$ cat src/rtl/ldb_pkg.sv
// ldb_pkg: shared definitions for the load-buffer shell.
//   - ldb_state_e   : one-hot FSM state encoding (also driven on o_state)
//   - brst_to_beats : burst code -> beats per SMC (00=1, 01=2, 10=4, 11=8)
//   - SMC_COUNT_DEF / INTLV_STEP_DEF : default bank count and interleave step
package ldb_pkg;

  localparam int SMC_COUNT_DEF  = 6;
  localparam int INTLV_STEP_DEF = 16;

  typedef enum logic [4:0] {
    ST_IDLE    = 5'b00001,
    ST_INIT    = 5'b00010,
    ST_SMC_DET = 5'b00100,
    ST_READ    = 5'b01000,
    ST_DONE    = 5'b10000
  } ldb_state_e;

  function automatic logic [3:0] brst_to_beats(input logic [1:0] brst);
    case (brst)
      2'b00:   return 4'd1;
      2'b01:   return 4'd2;
      2'b10:   return 4'd4;
      default: return 4'd8;
    endcase
  endfunction

endpackage

$ cat src/rtl/ldb_smc_sel.sv
// ldb_smc_sel: combinational lowest-set-bit priority encoder over the
// remaining SMC mask.
// Ports:
//   mask   in  N   remaining SMC enable mask
//   idx    out KW  index of the lowest set bit (0 when mask is empty)
//   onehot out N   one-hot of idx (all zero when mask is empty)
//   any    out 1   mask has at least one bit set
module ldb_smc_sel
  import ldb_pkg::*;
#(
  parameter int N  = SMC_COUNT_DEF,
  parameter int KW = (N > 1) ? $clog2(N) : 1
) (
  input  logic [N-1:0]  mask,
  output logic [KW-1:0] idx,
  output logic [N-1:0]  onehot,
  output logic          any
);

  // Scan from the top down so the lowest set bit is the last (winning) write.
  always_comb begin
    idx    = '0;
    onehot = '0;
    any    = |mask;
    for (int i = N - 1; i >= 0; i--) begin
      if (mask[i]) begin
        idx       = KW'(i);
        onehot    = '0;
        onehot[i] = 1'b1;
      end
    end
  end

endmodule

$ cat src/rtl/ldb_shell.sv
// ldb_shell: load-buffer shell. Takes one load micro-instruction at a time,
// reads `beats` interleaved 128-bit beats from each enabled SMC bank (lowest
// bank first) and writes them to consecutive entries of the selected UR.
//
// Optional feature macro: LDB_BYTE_STRB_EN
//   defined   : 32-bit words whose byte_strb bit is 0 are zeroed in the UR
//               write data, and o_ur_wr_strb = byte_strb.
//   undefined : byte_strb is ignored, data passes through, o_ur_wr_strb = 4'hF.
//
// Ports:
//   clk, rst                      clock, synchronous active-high reset
//   i_micro_inst_u_*              instruction (valid/ready, smc/byte strobes,
//                                 burst code, base address, UR id, UR address)
//   o_smc_rd_req_valid/_sel/_addr read request to the SMC banks
//   i_smc_rd_req_ready            request accept
//   i_smc_rd_rsp_valid/_data      in-order read responses
//   o_ur_wr_*                     registered UR write port
//   o_micro_inst_d_valid          mirrors o_ur_wr_en
//   o_micro_inst_d_done           one-cycle completion pulse (DONE state)
//   o_state                       one-hot FSM state
//
// Handshakes: an instruction transfers on a cycle with valid & ready (ready is
// high only in IDLE); a read request transfers on valid & ready and valid is
// held with stable sel/addr until it does; responses have no backpressure and
// are only honoured while at least one request is outstanding.
module ldb_shell
  import ldb_pkg::*;
#(
  parameter int UR_ADDR_WIDTH   = 11,
  parameter int ADDR_WIDTH      = 32,
  parameter int DATA_WIDTH      = 128,
  parameter int SMC_COUNT       = SMC_COUNT_DEF,
  parameter int INTLV_STEP      = INTLV_STEP_DEF,
  parameter int MAX_OUTSTANDING = 8
) (
  input  logic                     clk,
  input  logic                     rst,
  input  logic                     i_micro_inst_u_valid,
  output logic                     o_micro_inst_u_ready,
  input  logic [SMC_COUNT-1:0]     i_micro_inst_u_smc_strb,
  input  logic [3:0]               i_micro_inst_u_byte_strb,
  input  logic [1:0]               i_micro_inst_u_brst,
  input  logic [ADDR_WIDTH-1:0]    i_micro_inst_u_gr_base_addr,
  input  logic [3:0]               i_micro_inst_u_ur_id,
  input  logic [UR_ADDR_WIDTH-1:0] i_micro_inst_u_ur_addr,
  output logic                     o_smc_rd_req_valid,
  input  logic                     i_smc_rd_req_ready,
  output logic [SMC_COUNT-1:0]     o_smc_rd_sel,
  output logic [ADDR_WIDTH-1:0]    o_smc_rd_addr,
  input  logic                     i_smc_rd_rsp_valid,
  input  logic [DATA_WIDTH-1:0]    i_smc_rd_rsp_data,
  output logic                     o_ur_wr_en,
  output logic [3:0]               o_ur_wr_id,
  output logic [UR_ADDR_WIDTH-1:0] o_ur_wr_addr,
  output logic [DATA_WIDTH-1:0]    o_ur_wr_data,
  output logic [3:0]               o_ur_wr_strb,
  output logic                     o_micro_inst_d_valid,
  output logic                     o_micro_inst_d_done,
  output logic [4:0]               o_state
);

  localparam int KW     = (SMC_COUNT > 1) ? $clog2(SMC_COUNT) : 1;
  localparam int WORD_W = DATA_WIDTH / 4;

  ldb_state_e               state;
  logic [SMC_COUNT-1:0]     mask;
  logic [SMC_COUNT-1:0]     sel_q;
  logic [KW-1:0]            k;
  logic [1:0]               brst_q;
  logic [3:0]               ur_id_q;
  logic [ADDR_WIDTH-1:0]    base_q;
  logic [UR_ADDR_WIDTH-1:0] ur_ptr;
  logic [3:0]               beats;
  logic [3:0]               issue_cnt;
  logic [3:0]               rsp_cnt;
  logic [3:0]               outstanding;

  logic [KW-1:0]            sel_idx;
  logic [SMC_COUNT-1:0]     sel_onehot;
  logic                     sel_any;

  logic                     req_valid;
  logic                     req_fire;
  logic                     rsp_take;
  logic [3:0]               rsp_cnt_nxt;
  logic [SMC_COUNT-1:0]     mask_left;
  logic [ADDR_WIDTH-1:0]    beat_slot;
  logic [ADDR_WIDTH-1:0]    req_addr;
  logic [DATA_WIDTH-1:0]    wr_data_nxt;
  logic [3:0]               wr_strb_nxt;

  ldb_smc_sel #(
    .N  (SMC_COUNT),
    .KW (KW)
  ) u_smc_sel (
    .mask   (mask),
    .idx    (sel_idx),
    .onehot (sel_onehot),
    .any    (sel_any)
  );

  // Requests stop once every beat for this bank is issued or the in-flight
  // window is full; they resume as responses drain the window.
  assign req_valid   = (state == ST_READ) && (issue_cnt < beats) &&
                       (outstanding < 4'(MAX_OUTSTANDING));
  assign req_fire    = req_valid && i_smc_rd_req_ready;
  // Responses with nothing outstanding (idle, or stale after a reset) are dropped.
  assign rsp_take    = i_smc_rd_rsp_valid && (outstanding != 4'd0);
  assign rsp_cnt_nxt = rsp_cnt + {3'b000, rsp_take};
  assign mask_left   = mask & ~sel_q;

  // Beat b of bank k sits at slot b*SMC_COUNT + k of the interleaved space.
  assign beat_slot = ADDR_WIDTH'(issue_cnt) * ADDR_WIDTH'(SMC_COUNT) + ADDR_WIDTH'(k);
  assign req_addr  = base_q + beat_slot * ADDR_WIDTH'(INTLV_STEP);

  assign o_smc_rd_req_valid   = req_valid;
  assign o_smc_rd_sel         = req_valid ? sel_q : '0;
  assign o_smc_rd_addr        = req_valid ? req_addr : '0;
  assign o_micro_inst_u_ready = (state == ST_IDLE);
  assign o_micro_inst_d_valid = o_ur_wr_en;
  assign o_micro_inst_d_done  = (state == ST_DONE);
  assign o_state              = state;

`ifdef LDB_BYTE_STRB_EN
  logic [3:0] byte_strb_q;

  always_ff @(posedge clk) begin
    if (rst) begin
      byte_strb_q <= '0;
    end else if (state == ST_IDLE && i_micro_inst_u_valid) begin
      byte_strb_q <= i_micro_inst_u_byte_strb;
    end
  end

  always_comb begin
    wr_data_nxt = i_smc_rd_rsp_data;
    for (int w = 0; w < 4; w++) begin
      if (!byte_strb_q[w]) begin
        wr_data_nxt[w*WORD_W +: WORD_W] = '0;
      end
    end
  end

  assign wr_strb_nxt = byte_strb_q;
`else
  logic byte_strb_unused;

  assign byte_strb_unused = ^i_micro_inst_u_byte_strb;
  assign wr_data_nxt      = i_smc_rd_rsp_data;
  assign wr_strb_nxt      = 4'hF;
`endif

  always_ff @(posedge clk) begin
    if (rst) begin
      state        <= ST_IDLE;
      mask         <= '0;
      sel_q        <= '0;
      k            <= '0;
      brst_q       <= '0;
      ur_id_q      <= '0;
      base_q       <= '0;
      ur_ptr       <= '0;
      beats        <= '0;
      issue_cnt    <= '0;
      rsp_cnt      <= '0;
      outstanding  <= '0;
      o_ur_wr_en   <= 1'b0;
      o_ur_wr_id   <= '0;
      o_ur_wr_addr <= '0;
      o_ur_wr_data <= '0;
      o_ur_wr_strb <= '0;
    end else begin
      // Accept and response in the same cycle cancel out.
      outstanding <= outstanding + {3'b000, req_fire} - {3'b000, rsp_take};
      if (req_fire) begin
        issue_cnt <= issue_cnt + 4'd1;
      end
      if (rsp_take) begin
        rsp_cnt <= rsp_cnt_nxt;
      end

      o_ur_wr_en <= rsp_take;
      if (rsp_take) begin
        o_ur_wr_id   <= ur_id_q;
        o_ur_wr_addr <= ur_ptr;
        o_ur_wr_data <= wr_data_nxt;
        o_ur_wr_strb <= wr_strb_nxt;
        ur_ptr       <= ur_ptr + 1'b1;  // wraps at 2^UR_ADDR_WIDTH
      end

      case (state)
        ST_IDLE: begin
          // Mask and UR pointer load straight from the instruction; INIT then
          // only has to decode the burst and branch on an empty mask.
          if (i_micro_inst_u_valid) begin
            mask    <= i_micro_inst_u_smc_strb;
            brst_q  <= i_micro_inst_u_brst;
            base_q  <= i_micro_inst_u_gr_base_addr;
            ur_id_q <= i_micro_inst_u_ur_id;
            ur_ptr  <= i_micro_inst_u_ur_addr;
            state   <= ST_INIT;
          end
        end
        ST_INIT: begin
          beats <= brst_to_beats(brst_q);
          state <= (mask == '0) ? ST_DONE : ST_SMC_DET;
        end
        ST_SMC_DET: begin
          k         <= sel_idx;
          sel_q     <= sel_onehot;
          issue_cnt <= '0;
          rsp_cnt   <= '0;
          state     <= sel_any ? ST_READ : ST_DONE;
        end
        ST_READ: begin
          // The last UR write of the bank is registered on this same edge.
          if (rsp_take && rsp_cnt_nxt == beats) begin
            mask  <= mask_left;
            state <= (mask_left != '0) ? ST_SMC_DET : ST_DONE;
          end
        end
        ST_DONE: begin
          state <= ST_IDLE;
        end
        default: begin
          state <= ST_IDLE;
        end
      endcase
    end
  end

endmodule
$ cat config.mk
export PLATFORM = sky130hd
export DESIGN_NAME = ldb_shell
export DESIGN_NICKNAME = d
export VERILOG_FILES = /design/src/rtl/ldb_pkg.sv /design/src/rtl/ldb_smc_sel.sv /design/src/rtl/ldb_shell.sv
export SDC_FILE = /design/constraint.sdc
export NUM_CORES = 1
export LEC_CHECK = 0
export BUFFER_PORTS_ARGS = -buffer_cell sky130_fd_sc_hd__buf_2
export CORE_ASPECT_RATIO = 0.8
export CORE_UTILIZATION = 35
export CTS_BUF_LIST = sky130_fd_sc_hd__clkbuf_8
export DETAILED_ROUTE_END_ITERATION = 10
export GPL_ROUTABILITY_DRIVEN = 0
export GPL_TIMING_DRIVEN = 0
export PLACE_DENSITY_LB_ADDON = 0.3
export SETUP_SLACK_MARGIN = 0.1
export SYNTH_ARGS = -nofsm -noshare
export SYNTH_HDL_FRONTEND = slang
export SYNTH_SLANG_ARGS = --single-unit
export TNS_END_PERCENT = 30
$ cat constraint.sdc
create_clock -name clk -period 7.3 [get_ports clk]
set_clock_uncertainty 0.15 [all_clocks]
set_input_delay 0.365 -clock clk [delete_from_list [all_inputs] [get_ports clk]]
set_output_delay 0.365 -clock clk [all_outputs]
set_load 0.01 [all_outputs]
# [Yosys cells after proc, flatten, opt, wreduce, memory -nomap -nowiden]
# Cells that the tools add are included.
[op_classes] add_sub_neg=7 mul=1 div_mod_pow=0 magnitude_cmp=2 eq_ne=10 shifts=0 muxes=27 n_bitwise=2 n_reduce_logical=15
[ops] op="6-bit 2-to-1 mux" count=9
[ops] op="11-bit 2-to-1 mux" count=3
[ops] op="32-bit by 12-bit adder with 32-bit output" count=1
[ops] op="32-bit 2-to-1 mux" count=1
[ops] op="5-bit 2-to-1 mux" count=5
[ops] op="5-bit one-hot mux with 4 select lines" count=1
[ops] op="3-bit 2-to-1 mux" count=6
[ops] op="4-bit one-hot mux with 3 select lines" count=1
[ops] op="6-bit one-hot mux with 2 select lines" count=1
[ops] op="11-bit by 1-bit adder with 11-bit output, second input constant" count=1
[ops] op="4-bit by 1-bit adder with 4-bit output" count=2
[ops] op="7-bit by 3-bit adder with 8-bit output" count=1
[ops] op="6-bit bitwise AND" count=1
[ops] op="6-bit zero test" count=1
[ops] op="4-bit by 2-bit multiplier with 6-bit output, second input constant" count=1
[ops] op="6-bit inverter" count=1
[ops] op="6-bit nonzero test" count=1
[ops] op="6-bit OR reduction" count=1
[ops] op="5-bit by 1-bit equality test with 1-bit output, second input constant" count=1
[ops] op="5-bit by 2-bit equality test with 1-bit output, second input constant" count=1
[ops] op="5-bit by 3-bit equality test with 1-bit output, second input constant" count=1
[ops] op="5-bit by 4-bit equality test with 1-bit output, second input constant" count=1
[ops] op="5-bit equality test, second input constant" count=1
[ops] op="1-bit logical AND" count=5
[ops] op="15 further kinds" count=16
[totals] reg_bits=230 latchBits=0 mem_bits_rw=0 rom_bits=0 inputBits=192 out_inout_bits=195 word_cells=81 mem_count=0

# [Longest topological paths before layout]
# Gate-level depths: netlist (run 1).
[logic_depth] ltp_word=7 mapped_depth=15 depth_no_buf=14

# [Modules after synthesis]
# From an unflattened synthesis (run 1), not the netlist that was laid out.
[unflattened] hier_cells=1271 area_unflattened_um2=9862.0
[modules_own_cells] module="ldb_shell" n_inst=1 cells_per_inst=1254 area_per_inst_um2=9768.1 seq_area_each_um2=4604.4
[modules_own_cells] module="ldb_smc_sel" n_inst=1 cells_per_inst=17 area_per_inst_um2=93.8 seq_area_each_um2=0.0

# [Worst setup path after synthesis (run 1)]
# No wires, ideal clock.
[synth_timing] path_kind="flip-flop to output port" from="register issue_cnt[2]" to="output o_smc_rd_addr[18]" arrival_time_ns=3.020 t_required_ns=6.785 path_slack_ns=3.765 stages_incl_launch_ff=14 n_path_buf=2 path_cell_list="dfxtp_1 -> inv_1 -> ha_1 -> clkbuf_1 -> o21bai_1 -> xor2_1 -> xnor2_1 -> ha_1 -> inv_1 -> o21bai_1 -> o311ai_2 -> buf_2 -> or3_1 -> a21oi_1"
[synth_between] elab_chain_len=4 elab_cells_between_ends=7 classes_between="add/sub: 2; mul: 1; order compare: 1; mux: 1; reduce/logical: 2"
[synth_rtl] element="start, declared" line_no="ldb_shell.sv:74" source="logic [3:0] issue_cnt;"
[synth_rtl] element="start signal, assigned" line_no="ldb_shell.sv:176" source="issue_cnt <= issue_cnt + 4'd1;"
[synth_rtl] element="4-bit by 2-bit multiplier with 6-bit output / 4-bit less-than comparator (equally long branches)" line_no="ldb_shell.sv:113, ldb_shell.sv:104"
[synth_rtl] element="7-bit by 3-bit adder with 8-bit output / 1-bit logical AND (equally long branches)" line_no="ldb_shell.sv:113, ldb_shell.sv:104"
[synth_rtl] element="32-bit by 12-bit adder with 32-bit output / 1-bit logical AND (equally long branches)" line_no="ldb_shell.sv:114, ldb_shell.sv:104"
[synth_rtl] element="32-bit 2-to-1 mux (*)" line_no="ldb_shell.sv:118" source="assign o_smc_rd_addr = req_valid ? req_addr : '0;"
[synth_rtl] element="end, declared" line_no="ldb_shell.sv:49" source="output logic [ADDR_WIDTH-1:0] o_smc_rd_addr,"
# Mark *: on every way between the ends. The rest lies on a longest branch, timed or not.

# [Final worst setup path (run 1)]
[layout_timing] from="register issue_cnt[0]" to="output o_smc_rd_addr[27]"
# Same word-level chain as after synthesis.

==> results.txt, run 1 <==
- In this run the register-to-register setup slack is 3470 ps.
* Die X-Extent: 191 um
- For this run, global-route usage on met2 was measured as 0.403.
* Highest achievable clock rate: 210 MHz
- Clock tree from TritonCTS: yes
- CTS hold repair buffers: 182
- Switching fraction of total power: 0.344
* Initial core utilization: 0.361
- Average cell area after synthesis: 7.82 sq um
- Root Buffer: clkbuf_8
- Combinational fraction of design power: 0.288
* Initial antenna violation count: 2
- Number of instances in the synthesized netlist: 1279
- Max-cap violations: 0
- Buffers added to address setup during post-CTS repair amount to 0.
- Time the final worst path needs with I/O delays and setup: 4770 ps
- Count of buffers inserted at the top-level ports: 382
* DP HPWL: 26300 um
* Fraction of the yosys area taken by sequential cells: 0.460
- Critical hold path startpoint: i_micro_inst_u_ur_addr[5]
* TritonCTS buffer count: 41
- IR analysis of the VDD net gives a maximum drop of 0.199 mV.
- Yosys printed 0 warnings.
* Run status: complete, no violations
* Kind of critical path: register to output pin
- In this run the most used layer during global routing was met2.
- DRC violations left: 0
* Count of pins over their slew limit: 0
- Vias in the first global route: 11100
- Overall fraction of global-route tracks in use: 0.246
* Clock transition at the registers of the reported paths: 60 ps
* Clock power share: 0.318
- The die covers 29300 sq um.
- Synth async-reset ratio: 0
* Number of cells on the worst hold path: 3
* Power density of the placed cells: 264 nW/um^2
* Final-report setup violation count: 0
- Clock sink total: 230
- For this block, the initial DRC count from the detailed router was 708.
- 387 I/O pins were placed.
- Wirelength per Cell: 16.5 um
* Hold Fails Final Rpt: 0
- The clock passes through at most 3 buffers.
- Internal power comes to 2610 uW.
* Number of placement rows: 54
* Placeable core region: 27700 sq um
- Power after layout: 3980 uW
- Final-layout setup total negative slack: 0 ps
* Clock latency on the worst-skew pair: 530 ps
- In this run the critical register-to-register path is launched from outstanding[2].
- For this design the total switching power over the nets is 1370 uW.
* Final Cycle Share: 0.653
* Capture endpoint of the worst hold path: ur_ptr[5]
- Kind of start point of the critical path: register
- First-pass iteration count of the detailed router: 5
* Remaining antenna violation count: 0
- The final layout contains routed wiring with a total length of 37600 um.
- The worst setup path is captured at an output pin.
- Entering global routing, the biggest net connects 12 pins.
- In the global route stage, met3 resource usage came out at 0.0556.
- Data on the critical path arrives at its endpoint at 4250 ps.
* Number of H-tree branching levels: 2
- The routed layout has 11200 vias.
- Cell area after synthesis: 10000 sq um
- Ratio of cells with drive above 1 in the final layout: 0.261
* Distinct cells, synth: 61
* Max-Slew Margin vs Limit: 0.427
* Post-synthesis to final-layout area growth: 50.7%
* FF-to-FF path depth: 15
- Chip Height: 153 um
* Crit-path max FO: 10
* Sum of overflow across all layers after global routing: 0
- Flop and latch count out of synthesis: 230
* First-pass GRT wire length: 57300 um
- Primary FF master, synth: dfxtp_1
- The final layout contains 2108 nets.
- Crit Reg-Reg Endpoint: mask[3]
- Mapped Nets: 1501
- P_leak: 0.00671 uW
* Sequential cell fraction of total power: 0.394
- Gates resized during post-CTS repair numbered 0.
* Unrepaired setup endpoints after global routing: no
* Transition time at the pin with the least slew margin: 860 ps
* Classification of the worst-slack hold path: input pin to register
- Met1 layer usage reported by global route: 0.314
- Filler cells: 2511
- Yosys mapped a number of flops with a built-in enable equal to 0.
- Data on the critical path is required at its endpoint by 6780 ps.
- Per-cell via count in the routed design: 4.91
[sequential cells by signal (all words and copies together) (netlist names)]
name	cells
beats	4
base_q	32
sel_q	6
o_ur_wr_data	128
issue_cnt	4
brst_q	2
o_ur_wr_id	4
outstanding	4
o_ur_wr_strb	1
mask	6
o_micro_inst_d_valid	1
ur_id_q	4
rsp_cnt	4
o_state	5
o_ur_wr_addr	11
ur_ptr	11
k	3
[cell usage after synthesis, types with 5 or more instances]
| cell type | count | area (sq um) |
|---|---|---|
| a21oi_1 | 228 | 1140 |
| nor2b_1 | 6 | 37.5 |
| buf_2 | 22 | 110 |
| nand2_1 | 397 | 1490 |
| nand2b_1 | 7 | 43.8 |
| nor2_1 | 56 | 210 |
| inv_1 | 32 | 120 |
| buf_6 | 5 | 56.3 |
| a2bb2oi_1 | 5 | 43.8 |
| o31ai_1 | 9 | 67.6 |
| nand3_1 | 20 | 100 |
| a211oi_2 | 9 | 113 |
| xor2_1 | 11 | 96.3 |
| nor3_1 | 6 | 30.0 |
| ha_1 | 26 | 325 |
| nand4_1 | 13 | 81.3 |
| dfxtp_1 | 230 | 4600 |
| xnor2_1 | 24 | 210 |
| buf_4 | 5 | 37.5 |
| clkbuf_1 | 54 | 203 |
| o21ai_0 | 18 | 90.1 |
| and2_1 | 11 | 68.8 |
| or4_1 | 8 | 60.1 |
| or3_1 | 12 | 75.1 |
[cell usage in the layout (no fill, tap or decap), drive strengths merged, types with 7 or more instances in the layout]
master         n
a211oi        12
a21oi        228
and2          12
buf          416
clkbuf       109
clkinv         8
dfxtp        230
dlygate4sd3  182
ha            26
inv           42
nand2        398
nand2b         7
nand3         20
nand4         13
nor2          56
nor3           7
o21ai         19
o31ai          9
or3           13
or4            8
xnor2         24
xor2          11
[kinds of logic (layout without fill, tap and decap cells)]
group           Yosys count  count (layout)  share of synthesized area
compound gates          299             299                      0.171
xor+xnor                 35              35                     0.0306
fa+ha+maj                30              30                     0.0405
buf+inv                 121             760                     0.0549
flops                   230             230                      0.460
mux                       2               2                    0.00200
other cells               0               3                          0
simple gates            562             562                      0.241
[per-layer routing]
metal  part of all wire  vias to the layer above
li1                   -                     5486
met1               0.44                     5192
met2               0.45                      428
met3              0.072                      103
met4              0.032                        0
met5                  0                        -
[worst max path at each step]
stage            startpoint                end  slack (ps)  depth (start not counted)
4_1_cts        issue_cnt[2]  o_smc_rd_addr[29]        2530                         15
6_report       issue_cnt[0]  o_smc_rd_addr[27]        2530                         14
5_1_grt        issue_cnt[2]  o_smc_rd_addr[27]        2250                         15
3_5_place_dp   issue_cnt[2]  o_smc_rd_addr[29]        3150                         15
3_3_place_gp   issue_cnt[2]  o_smc_rd_addr[29]        3170                         15
2_1_floorplan  issue_cnt[2]  o_smc_rd_addr[18]        3760                         13
[power by group through the flow]
| stage | sequential (uW) | clock (uW) | combinational (uW) |
|---|---|---|---|
| after global placement | 1580 | 0 | 1050 |
| final | 1570 | 1270 | 1150 |
| after global routing | 1590 | 1350 | 1270 |
| after CTS | 1560 | 1290 | 1130 |
| after floorplan | 1650 | 0 | 558 |
| after detailed placement | 1590 | 0 | 1050 |
[critical path, stage by stage (launching register included)]
cell      delay, ps
dfxtp_1         360
ha_1            270
fa_1            610
nand3_1         130
mux2i_1         130
o21ai_0         160
nand4_1         120
ha_1            330
a21oi_1         150
o211ai_1        150
a32oi_2         490
buf_2           320
o21ai_0         120
a21oi_1         200
buf_2           170
[layout make-up]
class | instances | area [sq um] | area share
repair buffers | 564 | 3730 | 0.248
plain buffers | 88 | 425 | 0.0282
diodes | 3 | 7.51 | 0.000498
well taps | 364 | 455 | 0.0302
multi-input cells | 928 | 4850 | 0.322
flip-flops and latches | 230 | 4600 | 0.305
clock inverters | 20 | 119 | 0.00788
clock buffers | 55 | 757 | 0.0502
inverters | 33 | 124 | 0.00821
[per-stage QoR]
stage | setup WS (ps) | hold WS, ps | utilization | cell area (sq um) | cells
finish | 2530 | 32.8 | 0.544 | 15100 | 2285
floorplan | 3760 | 282 | - | 10000 | 1279
detailed placement | 3150 | 293 | 0.447 | 12400 | 2025
global route | 2250 | 12.0 | 0.544 | 15100 | 2284
CTS | 2530 | 4.41 | 0.544 | 15100 | 2282
global placement | 3170 | 287 | 0.447 | 12400 | 2025
(Power assumes the default switching activity.)
==> run 2: changes to the inputs <==
==> constraint.sdc (replaced) <==
create_clock -name clk -period 4.8 [get_ports clk]
set_clock_uncertainty 0.15 [all_clocks]
set_input_delay 0.24 -clock clk [delete_from_list [all_inputs] [get_ports clk]]
set_output_delay 0.24 -clock clk [all_outputs]
set_load 0.01 [all_outputs]
==> results.txt, run 2 (synthesized netlist as in run 1, its figures left out) <==
- The flow ran to the end, and the final reports show no timing, DRC or antenna violations.
- Register ranked first by flip-flop count: o_ur_wr_data
* Placed cell count: 2025 (unchanged)
- Number of cells in the finished layout apart from fillers: 2287 (+0.088%)
- Vias in the first global route: 11100 (unchanged)
- Final-layout setup total negative slack: 0 ps (unchanged)
- The initial antenna violation count came to 0 (-2).
* Peak ir drop on the vdd network: 0.303 mV (+52%)
- The power density over the cells was 400 nW/um^2 (+52%).
- The leftover overflow at the end of global routing is 0 (unchanged).
* Post-placement setup slack: 774 ps (-2370 ps)
* Max-cap violations: 0 (unchanged)
* Unrepaired setup endpoints after global routing: yes
- Count of buffers inserted at the top-level ports: 382 (unchanged)
- Type of element capturing the critical path: output pin
* Die X-Extent: 191 um (unchanged)
* Time the final worst path needs with I/O delays and setup: 4540 ps
- The number of flip-flops under the largest register name was 128 (unchanged).
- The per-cell via count in the routed design was 4.92 (+0.30%).
- The minimum hold slack came to 100 ps (+67.5 ps).
* Clock transition at the registers of the reported paths: 60 ps (about the same)
- Final wirelength: 37700 um (+0.16%)
* Die Footprint: 29300 sq um (unchanged)
* P_leak: 0.00673 uW (+0.22%)
- Max-Slew Margin vs Limit: 0.442 (+0.0159)
* Root Buffer: clkbuf_8
- Leading cell type in the layout, fill and taps excluded: buf_2
- The path class of the tightest hold or removal check is input pin to register.
* Crit-path max FO: 7 (-3)
* Clock buffer depth: 3 (unchanged)
- The global routing usage summed across all routing layers was 0.246 (-0.000539).
- The library cells used most frequently in the layout, excluding fill and tap cells, are buf_2 (404), nand2_1 (397), dfxtp_1 (230).
- The slew at the pin closest to its max-slew limit came to 836 ps (-23.9 ps).
* R2r setup slk: 950 ps (-2520 ps)
* TritonCTS buffer count: 41 (unchanged)
- In the final layout, the registers with the most flip-flops are o_ur_wr_data: 128 flops, base_q: 32 flops.
* First-pass iteration count of the detailed router: 5 (unchanged)
- The signal arrival time at the worst endpoint came to 4150 ps (-100 ps).
- DP HPWL: 26300 um (unchanged)
- Via count: 11300 (+0.39%)
- Kind of critical path: register to output pin
- The critical path data required time came to 4410 ps (-2370 ps).
- On the critical path, the stage with the largest delay is an instance of fa_1.
* Clock tree from TritonCTS: yes
- Initial core utilization: 0.361 (unchanged)
- Count of pins over their slew limit: 0 (unchanged)
- The I/O pin count was 387 (unchanged).
- Clock sink total: 230 (unchanged)
* Setup WS post-layout: 265 ps (-2270 ps)
- The first-pass GRT wire length is 57200 um (-0.13%).
- The maximum cell stage delay along the critical path was 610 ps (about the same).
- The detail-routed net length per standard cell came to 16.5 um (about the same).
- Post-synthesis to final-layout area growth: 51.3%
- Number of antenna cells inserted: 0 (-3)
* Number of placement rows: 54 (unchanged)
- Highest achievable clock rate: 221 MHz
- The vertical die dimension was 153 um (unchanged).
- Remaining antenna violation count: 0 (unchanged)
- In the finished design, the share of the clock period the worst path needs comes to 0.945.
- Power after layout: 6060 uW (+52%)
* Hold Fails Final Rpt: 0 (unchanged)
* Ratio of cells with drive above 1 in the final layout: 0.262 (+0.00140)
- Final-report setup violation count: 0 (unchanged)
- The largest net degree at the start of global routing was 12 (unchanged).
- The clock latency on the worst-skew pair is 530 ps (about the same).
- The DRC violation count after routing came to 0 (unchanged).
- The violation count after the first detailed-routing iteration came to 716 (+1.1%).
- The floorplan core area came to 27700 sq um (unchanged).
- Number of H-tree branching levels: 2 (unchanged)
- The critical path goes through ha_1 > fa_1 > nand3_1 > mux2i_1 > o21ai_0 > nand4_1 > ha_1 > a21oi_1 > o211ai_1 > a32oi_4 > buf_4 > or4_1 > a21oi_1 > buf_2.
- Kind of start point of the critical path: register
- The final layout net count was 2113 (+0.24%).
-- run 2: repair_timing --
item,4_1_cts,5_1_grt
hold buffers,185,0
setup buffers,0,3
setup endpoints to repair,0,17
gates resized for setup,0,2
endpoints found under the hold margin,190,0
-- run 2: report_power, final --
part / internal, uW / switching, uW
Sequential: 2210 / 179
Clock: 1080 / 847
Combinational: 686 / 1060
-- run 2: final timing paths --
path                                     endpoint               start  depth (start not counted)
worst min-delay path                   o_state[4]  i_smc_rd_rsp_valid                          5
worst min register to register          base_q[1]           base_q[1]                          2
worst max-delay path            o_smc_rd_addr[31]        issue_cnt[0]                         14
worst max register to register            mask[3]      outstanding[2]                         15
-- run 2: critical path, delay by kind of cell, from the launching register on --
kind | cells | cell delay [ps]
flip-flops | 1 | 360
multiplexers | 1 | 140
AO/OA/AOI/OAI | 5 | 810
adder cells (fa/ha/maj) | 3 | 1230
buffers and inverters | 2 | 360
AND/OR/NAND/NOR | 3 | 720
-- run 2: cell type report --
| type | count | area [sq um] |
|---|---|---|
| Clock buffer | 55 | 757 |
| Multi-Input combinational cell | 928 | 4870 |
| Inverter | 33 | 124 |
| Tap cell | 364 | 455 |
| Timing Repair Buffer | 570 | 3790 |
| Sequential cell | 230 | 4600 |
| Clock inverter | 20 | 119 |
| Buffer | 87 | 422 |
| Fill cell | 2504 | 12600 |
-- run 2: per-layer routing --
metal | GRT usage | part of all wire | up-vias
li1 | - | - | 5504
met1 | 0.313 | 0.44 | 5216
met2 | 0.403 | 0.45 | 432
met3 | 0.0544 | 0.076 | 101
met4 | 0.0926 | 0.033 | 0
met5 | 0 | 0 | -
-- run 2: stage by stage --
| step | util | cell area, sq um |
|---|---|---|
| finish | 0.546 | 15100 |
| global route | 0.546 | 15100 |
| floorplan | - | 10000 |
| global placement | 0.447 | 12400 |
| detailed placement | 0.447 | 12400 |
| CTS | 0.545 | 15100 |
==> run 3: changes to the inputs <==
--- a/config.mk
+++ b/config.mk
@@ -7,6 +7,7 @@
 export LEC_CHECK = 0
 export BUFFER_PORTS_ARGS = -buffer_cell sky130_fd_sc_hd__buf_2
 export CORE_ASPECT_RATIO = 0.8
+export CORE_MARGIN = 4
 export CORE_UTILIZATION = 35
 export CTS_BUF_LIST = sky130_fd_sc_hd__clkbuf_8
 export DETAILED_ROUTE_END_ITERATION = 10
==> constraint.sdc (replaced) <==
create_clock -name clk -period 4.8 [get_ports clk]
set_clock_uncertainty 0.15 [all_clocks]
set_input_delay 0.96 -clock clk [delete_from_list [all_inputs] [get_ports clk]]
set_output_delay 0.96 -clock clk [all_outputs]
set_load 0.05 [all_outputs]
==> results.txt, run 3 (synthesized netlist as in run 1, its figures left out) <==
- The run finished, with violations left.
- The final reports fail on setup timing.
- Clock tree from TritonCTS: yes
* Highest achievable clock rate: 201 MHz (-9.0%)
* Kind of critical path: register to output pin
- The clock network power share came to 0.265 (-0.053).
* Hold Fails Final Rpt: 0 (unchanged)
* Initial core utilization: 0.355 (-0.00657)
- Power density of the placed cells: 472 nW/um^2 (+18%)
* Max-Slew Margin vs Limit: 0.432 (-0.0107)
* First-pass GRT wire length: 54000 um (-5.6%)
- The violation count after the first detailed-routing iteration came to 571 (-20%).
* Switching power: 2720 uW (+30%)
- The clock input transition at the sequential cells of the worst setup and hold paths came to 60 ps (about the same).
- The floorplan core area was 28200 sq um (+1.9%).
- The post-route antenna net violation count was 0 (unchanged).
- The worst setup path is launched from a register.
- The slew at the pin closest to its max-slew limit came to 852 ps (+16.0 ps).
- The maximum root-to-sink buffer count was 3 (unchanged).
- The number of instances in the placed design is 2031 (+0.30%).
- Ratio of cells with drive above 1 in the final layout: 0.309 (+0.0473)
- Metal1 wirelength: 15900 um (-4.4%)
* Maximum number of pins on one net before global-route repair: 12 (unchanged)
* Placed Instance Area: 12400 sq um (about the same)
- Leaving out fill and tap cells, the most frequent cell in the layout is nand2_1.
- Wirelength per Cell: 16.7 um (+1.5%)
* Root Buffer: clkbuf_8
- More flip-flops sit in one register than any other, and that register is o_ur_wr_data.
- The per-cell via count in the routed design came to 4.91 (-0.26%).
- Internal power: 3700 uW (-6.9%)
* Largest register FFs: 128 (unchanged)
- The final critical delay including setup and external delays was 4980 ps (+450 ps).
- The signal arrival time at the worst endpoint was 3870 ps (-280 ps).
* Summed area of non-filler cells in the final layout: 13600 sq um (-10%)
- First-pass iteration count of the detailed router: 5 (unchanged)
* Final Cycle Share: 1.04 (+0.0937)
* Final-report setup violation count: 18 (+18)
- The vertical die dimension is 159 um (+3.9%).
- Relative to the synthesized area, the layout overhead comes to 35.8%.
- Setup WS post-layout: -185 ps (-450 ps)
* Count of buffers inserted at the top-level ports: 382 (unchanged)
- The global routing usage summed across all routing layers is 0.212 (-0.0336).
* Via count: 10400 (-7.8%)
- Clock latency on the worst-skew pair: 540 ps (about the same)
* Clock sink total: 230 (unchanged)
* Initial antenna violation count: 5 (+5)
- Max-cap violations: 0 (unchanged)
- Registers with the most flip-flops: o_ur_wr_data: 128 flops, base_q: 32 flops
- The sequential power share came to 0.371 (-0.023).
- Final-layout setup total negative slack: -1980 ps (-1980 ps)
- Top library cells by usage in the layout, fill and taps aside: nand2_1 (397), buf_2 (381), dfxtp_1 (226)
* Classification of the worst-slack hold path: register to register
- Switching fraction of total power: 0.423 (+0.0789)
* Number of cells in the finished layout apart from fillers: 2114 (-7.6%)
* Crit-path max FO: 6 (-1)
- Die X-Extent: 197 um (+3.1%)
* P_leak: 0.00599 uW (-11%)
- Met3 wire length: 2640 um (-7.3%)
- The post-detailed-routing wire length was 35400 um (-6.2%).
- The total half-perimeter wirelength after legalization and detailed placement is 26800 um (+2.0%).
- Peak ir drop on the vdd network: 0.344 mV (+14%)
- Setup repair after global routing could not meet its margin everywhere.
- The critical path data required time was 3690 ps (-720 ps).
- The number of clock buffers inserted by TritonCTS is 41 (unchanged).
- The final layout net count is 1938 (-8.3%).
* Highest layer used for signal routing: met5
* Die Footprint: 31400 sq um (+7.2%)
- Number of H-tree branching levels: 2 (unchanged)
- Number of placement rows: 55 (+1.9%)
- The logic gate share of total power was 0.363 (+0.075).
- Sum of overflow across all layers after global routing: 0 (unchanged)
- The length of routed met2 wiring was 15800 um (-7.4%).
- Type of element capturing the critical path: output pin
* IO Pins: 387 (unchanged)
- The number of global-route vias before repair came to 10000 (-10%).
* Count of pins over their slew limit: 0 (unchanged)
- The DRC violation count after routing was 0 (unchanged).
-- run 3: stage by stage --
step                power, uW   util  setup WS, ps  hold slack, ps
floorplan                4090      -           108             282
global placement         4720  0.439          -188             287
detailed placement       4760  0.439          -232             293
CTS                      6490  0.476          -240             301
global route             6800  0.482          -332             318
finish                   6420  0.482          -185             297
-- run 3: power by group through the flow --
| stage | clock [uW] | combinational [uW] | sequential [uW] |
|---|---|---|---|
| after floorplan | 0 | 883 | 3210 |
| after global placement | 0 | 2320 | 2410 |
| after detailed placement | 0 | 2340 | 2420 |
| after CTS | 1760 | 2350 | 2380 |
| after global routing | 1860 | 2520 | 2420 |
| final | 1700 | 2330 | 2380 |
-- run 3: timing repair --
item,in CTS,in global routing
cloned,0,1
hold buffers,0,0
gates resized for setup,69,33
hold endpoints to repair,0,0
endpoints found under the setup margin,21,21
buffers inserted,8,4
pin swaps,21,15
-- run 3: worst paths after layout --
path | startpoint | endpoint | slack, ps | cells past startpoint
setup reg to reg | outstanding[2] | mask[4] | 980 | 15
hold reg to reg | base_q[2] | base_q[2] | 300 | 2
hold / removal | base_q[2] | base_q[2] | 300 | 2
setup / recovery | issue_cnt[1] | o_smc_rd_addr[23] | -180 | 15
-- run 3: final cells by class --
type	count	area, sq um
Fill cell	2844	14600
Timing Repair Buffer	395	2130
Multi-Input combinational cell	928	5070
Buffer	87	434
Clock buffer	48	661
Sequential cell	230	4610
Clock inverter	21	90.1
Antenna cell	2	5.00
Inverter	33	124
Tap cell	370	463
-- run 3: worst max-delay path, cell delays in order, from the launching register on --
cell	delay (ps)
dfxtp_4	350
buf_6	130
fa_2	590
nand3_2	90
mux2i_1	120
o21ai_1	120
nand4_1	190
ha_4	350
a21oi_2	60
o211ai_1	90
buf_4	160
a32oi_4	170
buf_6	180
or4_4	430
a21oi_4	150
buf_6	180
-- run 3: routing by layer --
layer | global-route usage | vias up
li1 | - | 5141
met1 | 0.284 | 4773
met2 | 0.332 | 375
met3 | 0.0550 | 82
met4 | 0.0762 | 4
met5 | 0 | -
